$ cat src/rtl/pipe_slice.sv
// pipe_slice
//   Valid/ready pipeline slice. It carries a WIDTH-bit payload through STAGES
//   cascaded register stages so that long handshake paths can be cut for timing.
//
//   MODE 0 : forward-registered stages. Each stage holds one beat. The stage
//            ready is ~v | ready_dn, so ready_i reaches ready_o combinationally
//            through the whole chain.
//   MODE 1 : skid-buffered stages. Each stage has a main register and a skid
//            register, so it holds up to two beats. The stage ready is ~sv, taken
//            straight from a flop, so ready_i has no combinational path to ready_o.
//
//   flush_i is a synchronous flush. It has priority over every load. On the next
//   edge it clears every valid bit and the occupancy count. While it is high,
//   ready_o is 1 and any offered input beat is dropped.
//
// Ports
//   clk      : clock; all state updates on the rising edge
//   rst      : asynchronous reset, active-high
//   valid_i  : upstream beat valid
//   data_i   : upstream payload
//   ready_o  : slice can accept a beat this cycle
//   valid_ro : registered downstream valid
//   data_ro  : registered downstream payload
//   ready_i  : downstream accepts
//   flush_i  : synchronous flush; discard all held beats
//   count_o  : number of beats currently held (registered)
module pipe_slice #(
    parameter int unsigned WIDTH  = 8,
    parameter int unsigned STAGES = 1,
    parameter int unsigned MODE   = 0
) (
    input  logic                            clk,
    input  logic                            rst,
    input  logic                            valid_i,
    input  logic [WIDTH-1:0]                data_i,
    output logic                            ready_o,
    output logic                            valid_ro,
    output logic [WIDTH-1:0]                data_ro,
    input  logic                            ready_i,
    input  logic                            flush_i,
    output logic [$clog2(2*STAGES+1)-1:0]   count_o
);

    localparam int unsigned CW = $clog2(2*STAGES+1);

    // Per-stage view of the chain. Index k is stage k, and stage 0 faces the
    // upstream port.
    logic [STAGES-1:0] stg_v;    // stage output valid (main register)
    logic [STAGES-1:0] stg_sv;   // stage skid valid (always 0 in MODE 0)
    logic [WIDTH-1:0]  stg_d [STAGES];
    logic [STAGES-1:0] up_rdy;   // ready that stage k presents upstream
    logic [STAGES-1:0] dn_rdy;   // ready that stage k sees from downstream

    // Build the ready chain from the output end back to the input. In MODE 0
    // each stage ORs its own emptiness into the downstream ready. In MODE 1
    // each stage drives its ready from its skid flop, which breaks the chain.
    always_comb begin : ready_chain
        logic r;
        r      = ready_i;
        up_rdy = '0;
        dn_rdy = '0;
        for (int unsigned j = 0; j < STAGES; j++) begin
            dn_rdy[STAGES-1-j] = r;
            if (MODE == 1) begin
                up_rdy[STAGES-1-j] = ~stg_sv[STAGES-1-j];
            end else begin
                up_rdy[STAGES-1-j] = ~stg_v[STAGES-1-j] | r;
            end
            r = up_rdy[STAGES-1-j];
        end
    end

    for (genvar k = 0; k < STAGES; k++) begin : g_stage
        logic             v_up;
        logic [WIDTH-1:0] d_up;

        if (k == 0) begin : g_head
            assign v_up = valid_i;
            assign d_up = data_i;
        end else begin : g_body
            assign v_up = stg_v[k-1];
            assign d_up = stg_d[k-1];
        end

        if (MODE == 0) begin : g_fwd
            logic             v_q;
            logic [WIDTH-1:0] d_q;
            logic             cke;

            assign cke = ~v_q | dn_rdy[k];

            // The payload is only captured alongside a valid beat. This keeps
            // the last payload steady while the stage drains to empty.
            always_ff @(posedge clk or posedge rst) begin
                if (rst) begin
                    v_q <= 1'b0;
                    d_q <= '0;
                end else if (flush_i) begin
                    v_q <= 1'b0;
                end else if (cke) begin
                    v_q <= v_up;
                    if (v_up) begin
                        d_q <= d_up;
                    end
                end
            end

            assign stg_v[k]  = v_q;
            assign stg_sv[k] = 1'b0;
            assign stg_d[k]  = d_q;
        end else begin : g_skid
            logic             v_q;
            logic             sv_q;
            logic [WIDTH-1:0] d_q;
            logic [WIDTH-1:0] sd_q;
            logic             acc;

            assign acc = v_up & ~sv_q;

            // When the skid register is occupied, upstream sees ready low, so
            // no new beat can arrive. The skid drains into main before anything
            // else moves, which keeps beats in order.
            always_ff @(posedge clk or posedge rst) begin
                if (rst) begin
                    v_q  <= 1'b0;
                    sv_q <= 1'b0;
                    d_q  <= '0;
                    sd_q <= '0;
                end else if (flush_i) begin
                    v_q  <= 1'b0;
                    sv_q <= 1'b0;
                end else if (sv_q) begin
                    if (dn_rdy[k]) begin
                        d_q  <= sd_q;
                        sv_q <= 1'b0;
                    end
                end else if (acc) begin
                    if (~v_q | dn_rdy[k]) begin
                        v_q <= 1'b1;
                        d_q <= d_up;
                    end else begin
                        sv_q <= 1'b1;
                        sd_q <= d_up;
                    end
                end else if (dn_rdy[k]) begin
                    v_q <= 1'b0;
                end
            end

            assign stg_v[k]  = v_q;
            assign stg_sv[k] = sv_q;
            assign stg_d[k]  = d_q;
        end
    end

    assign valid_ro = stg_v[STAGES-1];
    assign data_ro  = stg_d[STAGES-1];

    // During a flush the offered beat is swallowed, so ready is forced high.
    assign ready_o = flush_i | up_rdy[0];

    logic          in_xfer;
    logic          out_xfer;
    logic [CW-1:0] count_q;

    assign in_xfer  = valid_i & up_rdy[0] & ~flush_i;
    assign out_xfer = valid_ro & ready_i;

    always_ff @(posedge clk or posedge rst) begin
        if (rst) begin
            count_q <= '0;
        end else if (flush_i) begin
            count_q <= '0;
        end else begin
            count_q <= count_q + CW'(in_xfer) - CW'(out_xfer);
        end
    end

    assign count_o = count_q;

endmodule

$ cat config.mk
export PLATFORM = sky130hd
export DESIGN_NAME = pipe_slice
export DESIGN_NICKNAME = d
export VERILOG_FILES = /design/src/rtl/pipe_slice.sv
export SDC_FILE = /design/constraint.sdc
export NUM_CORES = 1
export LEC_CHECK = 0
export ABC_AREA = 1
export CORE_AREA = 2 2 39 41
export DETAILED_ROUTE_END_ITERATION = 10
export DIE_AREA = 0 0 41 43
export PLACE_DENSITY = 0.82
export SYNTH_ARGS = -nofsm -noshare
export SYNTH_HDL_FRONTEND = slang
export SYNTH_SLANG_ARGS = --single-unit
export TNS_END_PERCENT = 10
$ cat constraint.sdc
create_clock -name clk -period 4.6 [get_ports clk]
set_clock_uncertainty 0.1 [all_clocks]
set_input_delay 1.38 -clock clk [delete_from_list [all_inputs] [get_ports clk]]
set_output_delay 1.38 -clock clk [all_outputs]
set_load 0.03 [all_outputs]
==> flow_metrics.env <==
export IMPL_cp_depth=4
export IMPL_endpoint_kind="primary output"
export IMPL_fillers=136
export IMPL_ctsResizeCount=0
export IMPL_place_congestion=0.639
export IMPL_min_period_ps=4300
export IMPL_diodes=0
export IMPL_drt_total_wl_um=1040
export IMPL_dr_pass1_iters=4
export IMPL_io_pins=25
export IMPL_p_leak_nw=0.408
export IMPL_tightest_slew_ps=415
export IMPL_syn_inst=59
export IMPL_met2_usage_pct=21.6
export IMPL_fin_nets=103
export IMPL_grt_pass1_wl_um=1660
export IMPL_cp_slowest_cell="clkdlybuf4s50_1"
export IMPL_postCtsSetupBuffers=0
export IMPL_netlist_area_sq_um=504
export IMPL_drc=0
export IMPL_hold_viol_final=0
export IMPL_drive_above_1_share_pct=6.90
export IMPL_path_buf_inv=3
export IMPL_clock_path_buffers=2
export IMPL_viasPerCell=4.62
export IMPL_cts_tree="yes"
export IMPL_final_common_cell="clkdlybuf4s50_1"
export IMPL_crit_path_end="ready_o"
export IMPL_slew_headroom_pct=72.3
export IMPL_r2r_end="count_o[1]"
export IMPL_drt_iter0_drc=8
export IMPL_vdd_ir_drop_max_uv=141
export IMPL_cp_top_family="buffers and inverters"
export IMPL_htree_levels=1
export IMPL_rows=14
export IMPL_cts_sinks=11
export IMPL_synth_avg_cell_area_sq_um=8.55
export IMPL_clockRootBuffer="clkbuf_4"
export IMPL_timing_reg2reg_setup_slack_ps=2930
export IMPL_insertion_delay_ps=260
export IMPL_io_buffers=24
export IMPL_r2r_start="valid_ro"
export IMPL_vias=476
export IMPL_required_ps=3120
export IMPL_die_y_um=43
export IMPL_synth_nets=74
export IMPL_total_power_w=0.000276
export IMPL_final_cell_mix="clkdlybuf4s50_1, nand2_1, dfrtp_1, nand3_1, inv_1"
export IMPL_yosysUniqueCellTypes=10
export IMPL_postCtsHoldBufs=0
export IMPL_yosysWarningCount=0
export IMPL_grt_max_degree=12
export IMPL_status="completed"
export IMPL_dieWidth_um=41
export IMPL_path_max_fanout=3
export IMPL_power_density_nw_per_um2=349
export IMPL_antenna_found_initial=0
export IMPL_crit_top_cell="clkdlybuf4s50_1"
export IMPL_cp_start_kind="input port"
export IMPL_top_usage_layer="met2"
export IMPL_grt_ovfl_total=0
export IMPL_setup_viol=0
export IMPL_critical_path_arrival_ps=2820
export IMPL_hpwl_um=823
export IMPL_yosysSeqAreaShare_pct=54.6
export IMPL_ant_nets=0
export IMPL_slew_viol_final=0
export IMPL_yosys_register_bits=11
export IMPL_cts_buffers=3
export IMPL_grtUsageMet1_pct=17.3
export IMPL_core_sq_um=1380
export IMPL_fin_setup_tns_ps=0
export IMPL_critPathLaunch="flush_i"
export IMPL_area_delta_synth_final_pct=56.8
export IMPL_grt_usage_pct=14.1
export IMPL_initial_core_util_pct=36.4
export IMPL_clk_pin_slew_ps=80
export IMPL_path_cells="clkdlybuf4s50_1 -> inv_1 -> nand3_1 -> clkdlybuf4s50_1"
export IMPL_maxCapViolations=0
export IMPL_die_area_sq_um=1760
export IMPL_grt_pass1_vias=412
export IMPL_fmax_mhz=233
export IMPL_worst_hold_slack_ps=370
export IMPL_wl_per_cell_um=10.1
export IMPL_grt_met3_usage_pct=3.14
export IMPL_rsz0062_at_grt="false"
export IMPL_worstSetupPathType="input port to primary output"
export IMPL_reg2reg_depth=7
export IMPL_post_route_period_util_pct=93.4
export IMPL_min_path_type="flip-flop to flip-flop"
export IMPL_max_stage_delay_ps=690
-- cell usage after synthesis --
master | n | share of area (%)
nand2_4 | 1 | 2.2
ha_1 | 2 | 5.0
dfrtp_1 | 11 | 55
a21oi_1 | 1 | 0.99
nor2_1 | 2 | 1.5
inv_1 | 9 | 6.7
nand2_1 | 21 | 16
nand3_1 | 10 | 9.9
nand2_2 | 1 | 1.2
nor2_4 | 1 | 2.2
-- worst min-delay path, stage by stage (launching register included) --
cell and delay, ps:
dfrtp_1 350, nand2_1 50, nand2_1 40
-- cell type report --
class | count | area, sq um | area share (%)
Sequential cell | 11 | 275 | 34.8
Timing Repair Buffer | 24 | 240 | 30.4
Clock buffer | 4 | 26.3 | 3.32
Inverter | 9 | 33.8 | 4.27
Multi-Input combinational cell | 39 | 195 | 24.7
Tap cell | 16 | 20.0 | 2.53
-- through the flow --
| stage | worst slack, ps | util, % | instances | area, sq um |
|---|---|---|---|---|
| detailed placement | 303 | 55.2 | 99 | 764 |
| floorplan | 1410 | - | 59 | 504 |
| finish | 305 | 57.1 | 103 | 791 |
| global placement | 369 | 55.2 | 99 | 764 |
| CTS | 302 | 57.1 | 103 | 791 |
| global route | 248 | 57.1 | 103 | 791 |
-- how the worst min path moves through the flow --
stage / cells past startpoint / from / end / slack [ps]
after floorplan: 2 / data_ro[0] / data_ro[0] / 550
final: 2 / data_ro[1] / data_ro[1] / 370
after detailed placement: 2 / data_ro[1] / data_ro[1] / 360
after global routing: 2 / data_ro[4] / data_ro[4] / 400
after CTS: 2 / data_ro[1] / data_ro[1] / 380
after global placement: 2 / data_ro[6] / data_ro[6] / 350
-- power breakdown --
part / leakage [nW] / internal (W) / switching (W) / total (W)
clock: 0.0150 / 0.0000335 / 0.0000329 / 0.0000664
sequential: 0.139 / 0.000110 / 0.00000728 / 0.000117
combinational: 0.254 / 0.0000407 / 0.0000518 / 0.0000925
-- per-layer routing --
| metal | part of all wire, % | routed length [um] |
|---|---|---|
| met1 | 42 | 440 |
| met4 | 0 | 0 |
| met2 | 52 | 546 |
| met3 | 5.5 | 57 |
| met5 | 0 | 0 |
-- registers in the layout, indices dropped and copies added (netlist names) --
| signal | count |
|---|---|
| count_o | 2 |
| data_ro | 8 |
| valid_ro | 1 |
-- logic make-up after synthesis --
group / share of synthesized area [%]
simple gates: 32.8
flops: 54.6
buf+inv: 6.70
fa+ha+maj: 4.96
compound gates: 0.992
No activity file was read; power rests on OpenSTA's default activity.
==> edit, RTL diff (config.mk and constraints unchanged) <==
Set the parameter `WIDTH` to 10 (it was 8).
--- a/src/rtl/pipe_slice.sv
+++ b/src/rtl/pipe_slice.sv
@@ -27,3 +27,3 @@
 module pipe_slice #(
-    parameter int unsigned WIDTH  = 8,
+    parameter int unsigned WIDTH  = 10,
     parameter int unsigned STAGES = 1,
Interface: changed (resized data_i and data_ro); port bits go from 25 to 29. No check against the original RTL was run, so the function may have changed too.
==> edit against the unedited design <==
Sequential cell count increased by 2; register-to-register slack got worse by 0.24 ns; count of clock-buffer cells in the layout decreased by 1; setup slack improved by 0.089 ns; wire length increased by 10%; clock power increased by 5.3%; combinational power increased by 16%; design area increased by 13%; power increased by 14%; area after synthesis increased by 18%.
==> edit: results (changes against the unedited design) <==
[global_routing]
grt_pass1_wl_mm=1.75  ; was 1.66 mm
grt_start_max_net_pins=14  ; was 12
first_global_vias=455  ; was 412
grt.total_usage_pct=15.4  ; was 14.1%

[run_status]
outcome=finished clean  ; unchanged

[placed_design]
place_congestion=0.623  ; was 0.639
dp.cells=111  ; was 99
postPlaceCellArea_um2=867  ; was 764 um^2
port_buffers=28  ; was 24

[worst_setup_path]
worstRegToRegCells=8  ; was 7
path_max_fanout=3  ; unchanged
r2r_slack_ns=2.69  ; was 2.93 ns
max_stage_delay_ns=0.67  ; was 0.69 ns
critPathArrivalTime_ns=2.73  ; was 2.82 ns

[hold_path]
min_to=data_ro[5]  ; was data_ro[1]
min_from=data_ro[5]  ; was data_ro[1]

[drt]
vias=520  ; was 476
dr_wl_met3_um=46  ; was 57 um
drt_wl_total_mm=1.15  ; was 1.04 mm
met1_length_um=455  ; was 440 um
drt-initial-drc-count=7  ; was 8
viasPerCell=4.52  ; was 4.62
maxUsedRoutingLayer=met4  ; was met3
wl_met2_um=625  ; was 546 um

[final_layout]
largest_register_ffs=10  ; was 8
fill_cells=119  ; was 136
layout-drive-gt1-share_pct=6.06  ; was 6.90%
nets=117  ; was 103

[power]
ir_drop_uv=232  ; was 141 uV
leakagePower_nw=0.464  ; was 0.408 nW

[timing]
timing.slew.headroom_pct=69.0  ; was 72.3%

[run]
max_cap_viol_count=0  ; unchanged

[logic_synthesis]
syn_nets=87  ; was 74
synth-xor-area-share_pct=0  ; unchanged
synthTopCellsByArea=dfrtp_1 55%, nand2_1 16%, nand3_1 10%  ; was dfrtp_1 55%, nand2_1 16%, nand3_1 9.9%
yosysSeqAreaShare_pct=54.9  ; was 54.6%
synthAdderAreaFrac_pct=4.22  ; was 4.96%
synthTopCellsByCount=26 x nand2_1, 13 x dfrtp_1, 12 x nand3_1, 9 x inv_1  ; was 21 x nand2_1, 11 x dfrtp_1, 10 x nand3_1, 9 x inv_1
synth_compound_gate_area_share_pct=0.844  ; was 0.993%
ys_types=11  ; was 10
ys_async_sr_fraction_pct=100  ; unchanged
synth.avg_cell_area_um2=8.47  ; was 8.55 um^2

[edit: cell types whose count changed in the layout (fill, tap and decap cells not counted), moves of 2 or more]
cell	delta
clkdlybuf4s50_1	+4
dfrtp_1	+2
nand2_1	+5
nand3_1	+2
[edit: how the worst max path moves through the flow]
stage          slack [ns]     from       to
6_report             0.39  flush_i  ready_o
5_1_grt              0.31  flush_i  ready_o
4_1_cts              0.39  flush_i  ready_o
3_5_place_dp         0.39  flush_i  ready_o
3_3_place_gp         0.41  flush_i  ready_o
2_1_floorplan        1.42  ready_i  ready_o
[edit: final cells by class]
cell class | instances | share of cell area [%]
Clock buffer | 3 | 2.52
Clock inverter | 1 | 0.559
Inverter | 9 | 3.78
Multi-Input combinational cell | 45 | 23.2
Sequential cell | 13 | 36.4
Tap cell | 16 | 2.24
Timing Repair Buffer | 28 | 31.3
[edit: stage by stage]
step / hold slack, ns / power [mW] / setup slack [ns] / utilization [%]
after global routing: 0.402 / 0.333 / 0.313 / 64.6
after detailed placement: 0.358 / 0.249 / 0.392 / 62.7
final: 0.372 / 0.316 / 0.393 / 64.6
after CTS: 0.378 / 0.319 / 0.392 / 64.6
after floorplan: 0.547 / 0.200 / 1.42 / -
after global placement: 0.353 / 0.247 / 0.409 / 62.7
[edit: layer usage]
layer  up-vias  track usage, %
met3         4            4.71
met4         0            8.00
li1        270               -
met1       231            14.2
met5         -               0
met2        15            27.5
[edit: worst max-delay path, delay by kind of cell]
kind,cells,cell delay (ns)
buf+inv,3,1.26
simple gates,1,0.08
[edit: kinds of logic (layout without fill, tap and decap cells)]
group | Yosys count | after routing
AO/OA/AOI/OAI | 1 | 1
adder cells (fa/ha/maj) | 2 | 2
buffers and inverters | 12 | 41
flip-flops | 13 | 13
AND/OR/NAND/NOR | 42 | 42
[edit: power breakdown]
group	switching [mW]	leakage (nW)	total, mW	internal [mW]
registers	0.00881	0.163	0.139	0.130
clock network	0.0377	0.0177	0.0699	0.0322
logic	0.0597	0.282	0.107	0.0471
